===== config.mk =====
export PLATFORM = sky130hd
export DESIGN_NAME = ras
export DESIGN_NICKNAME = d
export VERILOG_FILES = /design/src/rtl/ras_pkg.sv /design/src/rtl/ras.sv
export SDC_FILE = /design/constraint.sdc
export NUM_CORES = 1
export LEC_CHECK = 0
export ABC_AREA = 1
export CAP_MARGIN = 30
export CELL_PAD_IN_SITES_DETAIL_PLACEMENT = 1
export CELL_PAD_IN_SITES_GLOBAL_PLACEMENT = 2
export CORE_UTILIZATION = 35
export DETAILED_ROUTE_END_ITERATION = 10
export PLACE_DENSITY_LB_ADDON = 0.1
export REMOVE_ABC_BUFFERS = 1
export SETUP_SLACK_MARGIN = 0.5
export SLEW_MARGIN = 40
export SYNTH_ARGS = -nofsm -noshare
export SYNTH_HDL_FRONTEND = slang
export SYNTH_SLANG_ARGS = --single-unit

===== constraint.sdc =====
create_clock -name CLK -period 10.78 [get_ports CLK]
set_input_delay 2.695 -clock CLK [delete_from_list [all_inputs] [get_ports CLK]]
set_output_delay 2.695 -clock CLK [all_outputs]
set_load 0.01 [all_outputs]

===== src/rtl/ras_pkg.sv =====
// Core type constants for the return address stack.
// Consumed by ras via import ras_pkg::*.
package ras_pkg;

    localparam int RAS_ENTRIES      = 8;
    localparam int LOG_RAS_ENTRIES  = 3;
    localparam int RAS_TARGET_WIDTH = 31;

endpackage : ras_pkg


===== src/rtl/ras.sv =====
// Return address stack: circular stack of PC[31:1] return targets with a checkpointable pointer.
// Optional empty detection (live-entry count, no wrap on empty pop) enabled by RAS_EMPTY_DETECT_EN.
module ras
    import ras_pkg::*;
(
    input  logic                       CLK,
    input  logic                       RST,
    input  logic                       link_valid,
    input  logic [31:0]                link_full_PC,
    input  logic                       ret_valid,
    output logic [31:0]                ret_full_PC,
    output logic                       ret_target_valid,
    output logic [LOG_RAS_ENTRIES-1:0] ras_index,
    input  logic                       update_valid,
    input  logic [LOG_RAS_ENTRIES-1:0] update_ras_index
);

    localparam logic [LOG_RAS_ENTRIES-1:0] PTR_ONE = LOG_RAS_ENTRIES'(1);

    logic [RAS_TARGET_WIDTH-1:0] stack_q [RAS_ENTRIES];
    logic [RAS_TARGET_WIDTH-1:0] stack_d [RAS_ENTRIES];
    logic [LOG_RAS_ENTRIES-1:0]  ptr_q;
    logic [LOG_RAS_ENTRIES-1:0]  ptr_d;
    logic [LOG_RAS_ENTRIES-1:0]  ptr_inc_s;
    logic [LOG_RAS_ENTRIES-1:0]  ptr_dec_s;
    logic [RAS_TARGET_WIDTH-1:0] push_target_s;
    logic                        unused_pc_lsb;

    assign ptr_inc_s     = ptr_q + PTR_ONE;
    assign ptr_dec_s     = ptr_q - PTR_ONE;
    assign push_target_s = link_full_PC[31:1];
    assign unused_pc_lsb = link_full_PC[0];

    assign ret_full_PC = {stack_q[ptr_q], 1'b0};
    assign ras_index   = ptr_q;

`ifdef RAS_EMPTY_DETECT_EN
    localparam logic [LOG_RAS_ENTRIES:0] COUNT_FULL = (LOG_RAS_ENTRIES + 1)'(RAS_ENTRIES);
    localparam logic [LOG_RAS_ENTRIES:0] COUNT_ONE  = (LOG_RAS_ENTRIES + 1)'(1);
    localparam logic [LOG_RAS_ENTRIES:0] COUNT_ZERO = (LOG_RAS_ENTRIES + 1)'(0);

    logic [LOG_RAS_ENTRIES:0] count_q;
    logic [LOG_RAS_ENTRIES:0] count_d;

    assign ret_target_valid = (count_q != COUNT_ZERO);

    // Next-state: restore beats push/pop; a restore assumes every slot is live since count is not checkpointed.
    always_comb begin
        stack_d = stack_q;
        ptr_d   = ptr_q;
        count_d = count_q;
        if (update_valid) begin
            ptr_d   = update_ras_index;
            count_d = COUNT_FULL;
        end else if (link_valid && ret_valid) begin
            stack_d[ptr_q] = push_target_s;
            if (count_q == COUNT_ZERO) begin
                count_d = COUNT_ONE;
            end else begin
                count_d = count_q;
            end
        end else if (link_valid) begin
            ptr_d              = ptr_inc_s;
            stack_d[ptr_inc_s] = push_target_s;
            if (count_q == COUNT_FULL) begin
                count_d = count_q;
            end else begin
                count_d = count_q + COUNT_ONE;
            end
        end else if (ret_valid) begin
            if (count_q != COUNT_ZERO) begin
                ptr_d   = ptr_dec_s;
                count_d = count_q - COUNT_ONE;
            end else begin
                ptr_d   = ptr_q;
                count_d = count_q;
            end
        end else begin
            ptr_d   = ptr_q;
            count_d = count_q;
        end
    end

    // State registers: stack, pointer and live-entry count.
    always_ff @(posedge CLK or posedge RST) begin
        if (RST) begin
            for (int i = 0; i < RAS_ENTRIES; i++) begin
                stack_q[i] <= '0;
            end
            ptr_q   <= '0;
            count_q <= '0;
        end else begin
            stack_q <= stack_d;
            ptr_q   <= ptr_d;
            count_q <= count_d;
        end
    end
`else
    assign ret_target_valid = 1'b1;

    // Next-state: pure circular buffer, pops always move the pointer.
    always_comb begin
        stack_d = stack_q;
        ptr_d   = ptr_q;
        if (update_valid) begin
            ptr_d = update_ras_index;
        end else if (link_valid && ret_valid) begin
            stack_d[ptr_q] = push_target_s;
        end else if (link_valid) begin
            ptr_d              = ptr_inc_s;
            stack_d[ptr_inc_s] = push_target_s;
        end else if (ret_valid) begin
            ptr_d = ptr_dec_s;
        end else begin
            ptr_d = ptr_q;
        end
    end

    // State registers: stack and pointer.
    always_ff @(posedge CLK or posedge RST) begin
        if (RST) begin
            for (int i = 0; i < RAS_ENTRIES; i++) begin
                stack_q[i] <= '0;
            end
            ptr_q <= '0;
        end else begin
            stack_q <= stack_d;
            ptr_q   <= ptr_d;
        end
    end
`endif

endmodule : ras


==> flow_metrics.tcl, run 1 <==
set metrics [dict create \
    routed_via_density 5.19 \
    core.rowCount 69 \
    core_region_area_mm2 0.0357 \
    yosys.area_share.simple 0.389 \
    track_usage 0.256 \
    die_area_mm2 0.0371 \
    tns_ns 0 \
    async_reset_ff_frac 1.00 \
    crit_path_max_fanout 62 \
    ios 76 \
    status "complete, but fails checks" \
    syn_area_per_cell_um2 7.16 \
    rsz0062_at_grt "no" \
    r2r_start "ras_index[0]$_DFFE_PP0P_" \
    slew_violations 0 \
    p_leak_nw 7.63 \
    cts_tree "yes" \
    dr_total_vias 11654 \
    synth-compound-area-share 0.0459 \
    ir_drop_mv 0.128 \
    timing.final.hold_violations 0 \
    swShare 0.361 \
    path_class "reg2out" \
    synthXorXnorAreaFrac 0.000689 \
    clk_latency_ns 0.56 \
    synth_top_family_by_area "simple AND/OR/NAND/NOR gates" \
    cts_buffers 31 \
    hold_buffers 0 \
    ff_latch_area_mm2 0.00629 \
    clockBufferDepth 3 \
    wl_per_cell_um 20.5 \
    max_freq_mhz 162 \
    netlist_instances 1775 \
    skew_ns 0.0178 \
    synth_top_cell_area_share 0.494 \
    wirelength_mm 45.9 \
    synth_edf_count 0 \
    setup_viol 0 \
    pwr-share-comb 0.305 \
    worst_setup_path_start_kind "flop" \
    hold_end "stack_q[10]$_DFFE_PP0P_" \
    hold_class "reg2reg" \
    drv_cap 0 \
    synth_most_common_cell "nand2_1" \
    path_clk_slew_ns 0.06 \
    hp-start "stack_q[10]$_DFFE_PP0P_" \
    initial_utilization 0.356 \
    setup.worst_path.end_class "output port" \
    antenna_found_initial 0 \
    violations "design-rule violations" \
    synth_fa_ha_area_frac 0.00197 \
    die_height_um 193 \
    multi_input_area_mm2 0.00563 \
    timing.hold.ws_ns 0.468 \
    syn_area_mm2 0.0127 \
    power_frac_seq 0.418 \
    numPortBuffers 72 \
    arrival_ns 3.47 \
    synth-seq-cells 251 \
    drc_errors 8 \
    powerDensity_mw_per_mm2 247 \
    gp_congestion 0.730 \
    grt_max_degree 133 \
    diodes 0 \
    die_w_um 193 \
    ys.warnings.count 0 \
    grt_pass1_vias 12163 \
    drt_iter0_markers 714 \
    cts_setup_buffers 0 \
    reg2regPathDepth 10 \
    grt-ovfl-total 0 \
    power_frac_clock 0.278 \
    synthMuxAreaShare 0 \
    worstPathRequired_ns 8.09 \
    layout-area-overhead-vs-synth_pct 15.1 \
    ant_nets 0 \
    p_int_mw 2.30 \
    timing.rr.end "stack_q[228]$_DFFE_PP0P_" \
    placed_area_mm2 0.0136 \
    synth_flop_cell "dfrtp_1" \
    hold_depth 2 \
    period_minus_slack_ns 6.16 \
    post_cts_resized 0 \
    p_switching_mw 1.30 \
    yosys.cell_types.count 22 \
    fin_util 0.410 \
    drive_above_1_share 0.0538 \
    first_pass_iters 7 \
    synth_area_leaders "dfrtp_1, nand2_1, nand3_1" \
    ctsRootBufferMaster "clkbuf_16" \
    nets 1802 \
    tightest_slew_ns 0.861 \
    min_period_over_period 0.572 \
    reg2reg_setup_slack_ns 6.84 \
    cts_sinks 251 \
    fill_cells 4422 \
    slew_headroom 0.426 \
    grt_pass1_wl_mm 72.0 \
    yosys.area.top_type "dfrtp_1" \
    cts_max_level 1 \
    design_area_mm2 0.0146 \
    yosys-top-cells-count "nand2_1, nand3_1, dfrtp_1" \
    yosysSeqAreaShare 0.494 \
    hpwl_mm 23.9 \
]
==> layout by cell type (no fill, tap or decap), types with 12 or more instances in the layout <==
master,n
clkbuf_1,13
nand2_1,937
nor2_1,12
a21oi_1,58
inv_1,31
clkdlybuf4s50_1,71
clkbuf_16,31
buf_4,26
dfrtp_1,248
o21ai_1,30
nand3_1,267
==> area by class of cell <==
type                    count  share of cell area
clock buffers              53              0.0649
clock inverters             4             0.00137
inverters                  36              0.0107
multi-input cells        1337               0.385
flip-flops and latches    251               0.430
well taps                 461              0.0394
repair buffers            103              0.0685
==> critical path: stages (launching register included) <==
cell and delay, ns:
dfrtp_2 0.40, buf_6 0.29, inv_2 0.16, buf_6 0.54
nand3_1 0.46, o22ai_1 0.29, inv_1 0.07, nand3_1 0.09
clkdlybuf4s50_1 0.55
==> through the flow <==
| step | cells | power, mW | worst slack, ns |
|---|---|---|---|
| global route | 2245 | 3.87 | 4.46 |
| detailed placement | 2187 | 2.63 | 4.59 |
| finish | 2245 | 3.61 | 4.62 |
| CTS | 2244 | 3.65 | 4.54 |
| global placement | 2186 | 2.59 | 4.61 |
| floorplan | 1624 | 2.16 | 1.19 |
==> routing by layer <==
layer,GRT usage,share of wire,wire (um),up-vias
met4,0.0485,0.017,780,0
met3,0.0309,0.034,1570,58
met2,0.451,0.49,22300,190
met1,0.337,0.46,21300,5857
met5,0,0,0,-
li1,-,-,-,5549
==> state kept, by name, summed over array words and instances (netlist names) <==
name	cells
stack_q	248
ras_index	3
==> cell families after synthesis <==
logic type / Yosys count
adders and majority gates: 2
buffers and inverters: 187
DFF: 251
and+or+nand+nor: 1224
other: 2
AOI/OAI and AO/OA: 108
xor gates and xnor gates: 1
==> power by group through the flow <==
| stage | clock network [mW] | logic, mW | registers, mW |
|---|---|---|---|
| floorplan | 0 | 0.664 | 1.49 |
| global placement | 0 | 1.08 | 1.51 |
| detailed placement | 0 | 1.11 | 1.52 |
| CTS | 1.02 | 1.12 | 1.50 |
| global route | 1.06 | 1.27 | 1.55 |
| finish | 1.00 | 1.10 | 1.51 |
==> worst max-delay path by stage <==
stage / startpoint / to / cells past startpoint
2_1_floorplan: RST / ras_index[0]$_DFFE_PP0P_ / 1
3_3_place_gp: ret_valid / stack_q[144]$_DFFE_PP0P_ / 8
3_5_place_dp: ret_valid / stack_q[233]$_DFFE_PP0P_ / 8
4_1_cts: ras_index[1]$_DFFE_PP0P_ / ret_full_PC[14] / 8
5_1_grt: ras_index[1]$_DFFE_PP0P_ / ret_full_PC[5] / 8
6_report: ras_index[1]$_DFFE_PP0P_ / ret_full_PC[14] / 8
Power figures use the tool's default switching activity.
==> inputs of run 2 (changes only) <==
Settings changed: CORE_UTILIZATION 35 to 31.
Clock period 10.78 ns to 5.4 ns, I/O delays scaled along.
==> run 2 against run 1 <==
The run now ends clean. Critical path depth shrank 2. Total power increased by 100%. Combinational power grew 99%. Largest cell class unchanged. Die area rose by 13%. Critical endpoint is now ret_full_PC[7].
==> flow_metrics.tcl, run 2 (synthesis gave the netlist of run 1 again) <==
set metrics [dict create \
    status "complete, no violations" \
    slew_violations 0 \
    die_w_um 204 \
    grt-ovfl-total 0 \
    wirelength_mm 49.2 \
    clockBufferDepth 3 \
    drive_above_1_share 0.0564 \
    fill_cells 4973 \
    regMostFlops "stack_q" \
    startpoint "ras_index[1]$_DFFE_PP0P_" \
    first_pass_iters 5 \
    antenna_found_initial 1 \
    cts_setup_buffers 0 \
    tns_ns 0 \
    powerDensity_mw_per_mm2 494 \
    cts_buffers 31 \
    arrival_ns 3.39 \
    dr_total_vias 11677 \
    ir_drop_mv 0.222 \
    gp_congestion 0.709 \
    timing.hold.ws_ns 0.468 \
    grt_pass1_wl_mm 76.4 \
    post_cts_resized 0 \
    timing.rr.end "stack_q[217]$_DFFE_PP0P_" \
    drc_errors 0 \
    hold_buffers 0 \
    ios 76 \
    power_frac_seq 0.418 \
    grt_max_degree 98 \
    core.rowCount 73 \
    setup.worst_path.end_class "output port" \
    die_height_um 204 \
    cts_tree "yes" \
    core_region_area_mm2 0.0401 \
    tightest_slew_ns 0.826 \
    grt_pass1_vias 12207 \
    routed_via_density 5.04 \
    path_class "reg2out" \
    track_usage 0.242 \
    clk_latency_ns 0.57 \
    setup_viol 0 \
    ff_latch_area_mm2 0.00629 \
    power_frac_clock 0.281 \
    r2r_start "ras_index[1]$_DFFE_PP0P_" \
    numPortBuffers 72 \
    ctsRootBufferMaster "clkbuf_16" \
    nets 1810 \
    final_common_cell "nand2_1" \
    worst_setup_path_start_kind "flop" \
    placed_cells 2260 \
    pwr-share-comb 0.300 \
    dpl_worst_slack_ns 1.27 \
    hold_depth 2 \
    rsz0062_at_grt "no" \
    multi_input_area_mm2 0.00563 \
    ant_nets 0 \
    crit_path_end "ret_full_PC[7]" \
    mostFrequentLayoutCells "nand2_1, nand3_1, dfrtp_1, clkdlybuf4s50_1, a21oi_1" \
    path_clk_slew_ns 0.06 \
    die_area_mm2 0.0418 \
    layout-area-overhead-vs-synth_pct 16.3 \
    slew_headroom 0.448 \
    wl_per_cell_um 21.3 \
    cts_sinks 251 \
    min_period_over_period 0.877 \
    max_freq_mhz 211 \
    stdcell_count 2315 \
    largest_register_ffs 248 \
    fin_util 0.369 \
    p_leak_nw 7.68 \
    cts_max_level 1 \
    reg2regPathDepth 10 \
    crit_path_max_fanout 36 \
    period_minus_slack_ns 4.74 \
    initial_utilization 0.317 \
    setup_slack_ns 0.664 \
    p_int_mw 4.66 \
    swShare 0.361 \
    p_switching_mw 2.63 \
    hpwl_mm 26.9 \
    hold_class "reg2reg" \
    timing.final.hold_violations 0 \
    diodes 0 \
    drt_iter0_markers 668 \
    worstPathRequired_ns 4.05 \
    skew_ns 0.0171 \
    reg2reg_setup_slack_ns 1.82 \
    drv_cap 0 \
]
==> run 2: how the worst min path moves through the flow <==
stage / startpoint / slack (ns) / to
floorplan: stack_q[124]$_DFFE_PP0P_ / 0.44 / stack_q[124]$_DFFE_PP0P_
global placement: stack_q[166]$_DFFE_PP0P_ / 0.45 / stack_q[166]$_DFFE_PP0P_
detailed placement: stack_q[80]$_DFFE_PP0P_ / 0.46 / stack_q[80]$_DFFE_PP0P_
CTS: stack_q[119]$_DFFE_PP0P_ / 0.47 / stack_q[119]$_DFFE_PP0P_
global route: stack_q[120]$_DFFE_PP0P_ / 0.49 / stack_q[120]$_DFFE_PP0P_
finish: stack_q[27]$_DFFE_PP0P_ / 0.47 / stack_q[27]$_DFFE_PP0P_
==> run 2: layout make-up <==
type	instances	share of cell area
sequential	251	0.425
multi-input combinational	1337	0.381
timing repair buffer	111	0.0720
clock buffer	51	0.0643
tap	525	0.0444
inverter	36	0.0102
clock inverter	4	0.00305
==> run 2: power groups by stage <==
stage	Sequential, mW	Combinational, mW	Clock [mW]
detailed placement	3.07	2.22	0
floorplan	2.98	1.33	0
global route	3.14	2.51	2.18
CTS	3.05	2.24	2.11
global placement	3.05	2.17	0
finish	3.05	2.19	2.05
==> run 2: routing by layer <==
| metal | global-route usage | part of all wire | routed length [um] |
|---|---|---|---|
| met2 | 0.415 | 0.49 | 23900 |
| met1 | 0.331 | 0.47 | 23100 |
| met4 | 0.0445 | 0.017 | 845 |
| met3 | 0.0231 | 0.028 | 1390 |
| met5 | 0 | 0.00026 | 13 |
==> run 2: worst max-delay path, stage by stage, from the launching register on <==
cell and delay (ns):
dfrtp_2 0.85, buf_4 0.63, nand3_1 0.31, o22ai_1 0.33, nor2_1 0.07, nand2_1 0.08
clkdlybuf4s50_1 0.53
==> run 2: per-stage QoR <==
step | total power [mW] | area [um2]
3_3_place_gp | 5.22 | 13800
5_1_grt | 7.83 | 14800
6_report | 7.30 | 14800
3_5_place_dp | 5.30 | 13800
4_1_cts | 7.39 | 14800
2_1_floorplan | 4.30 | 12000
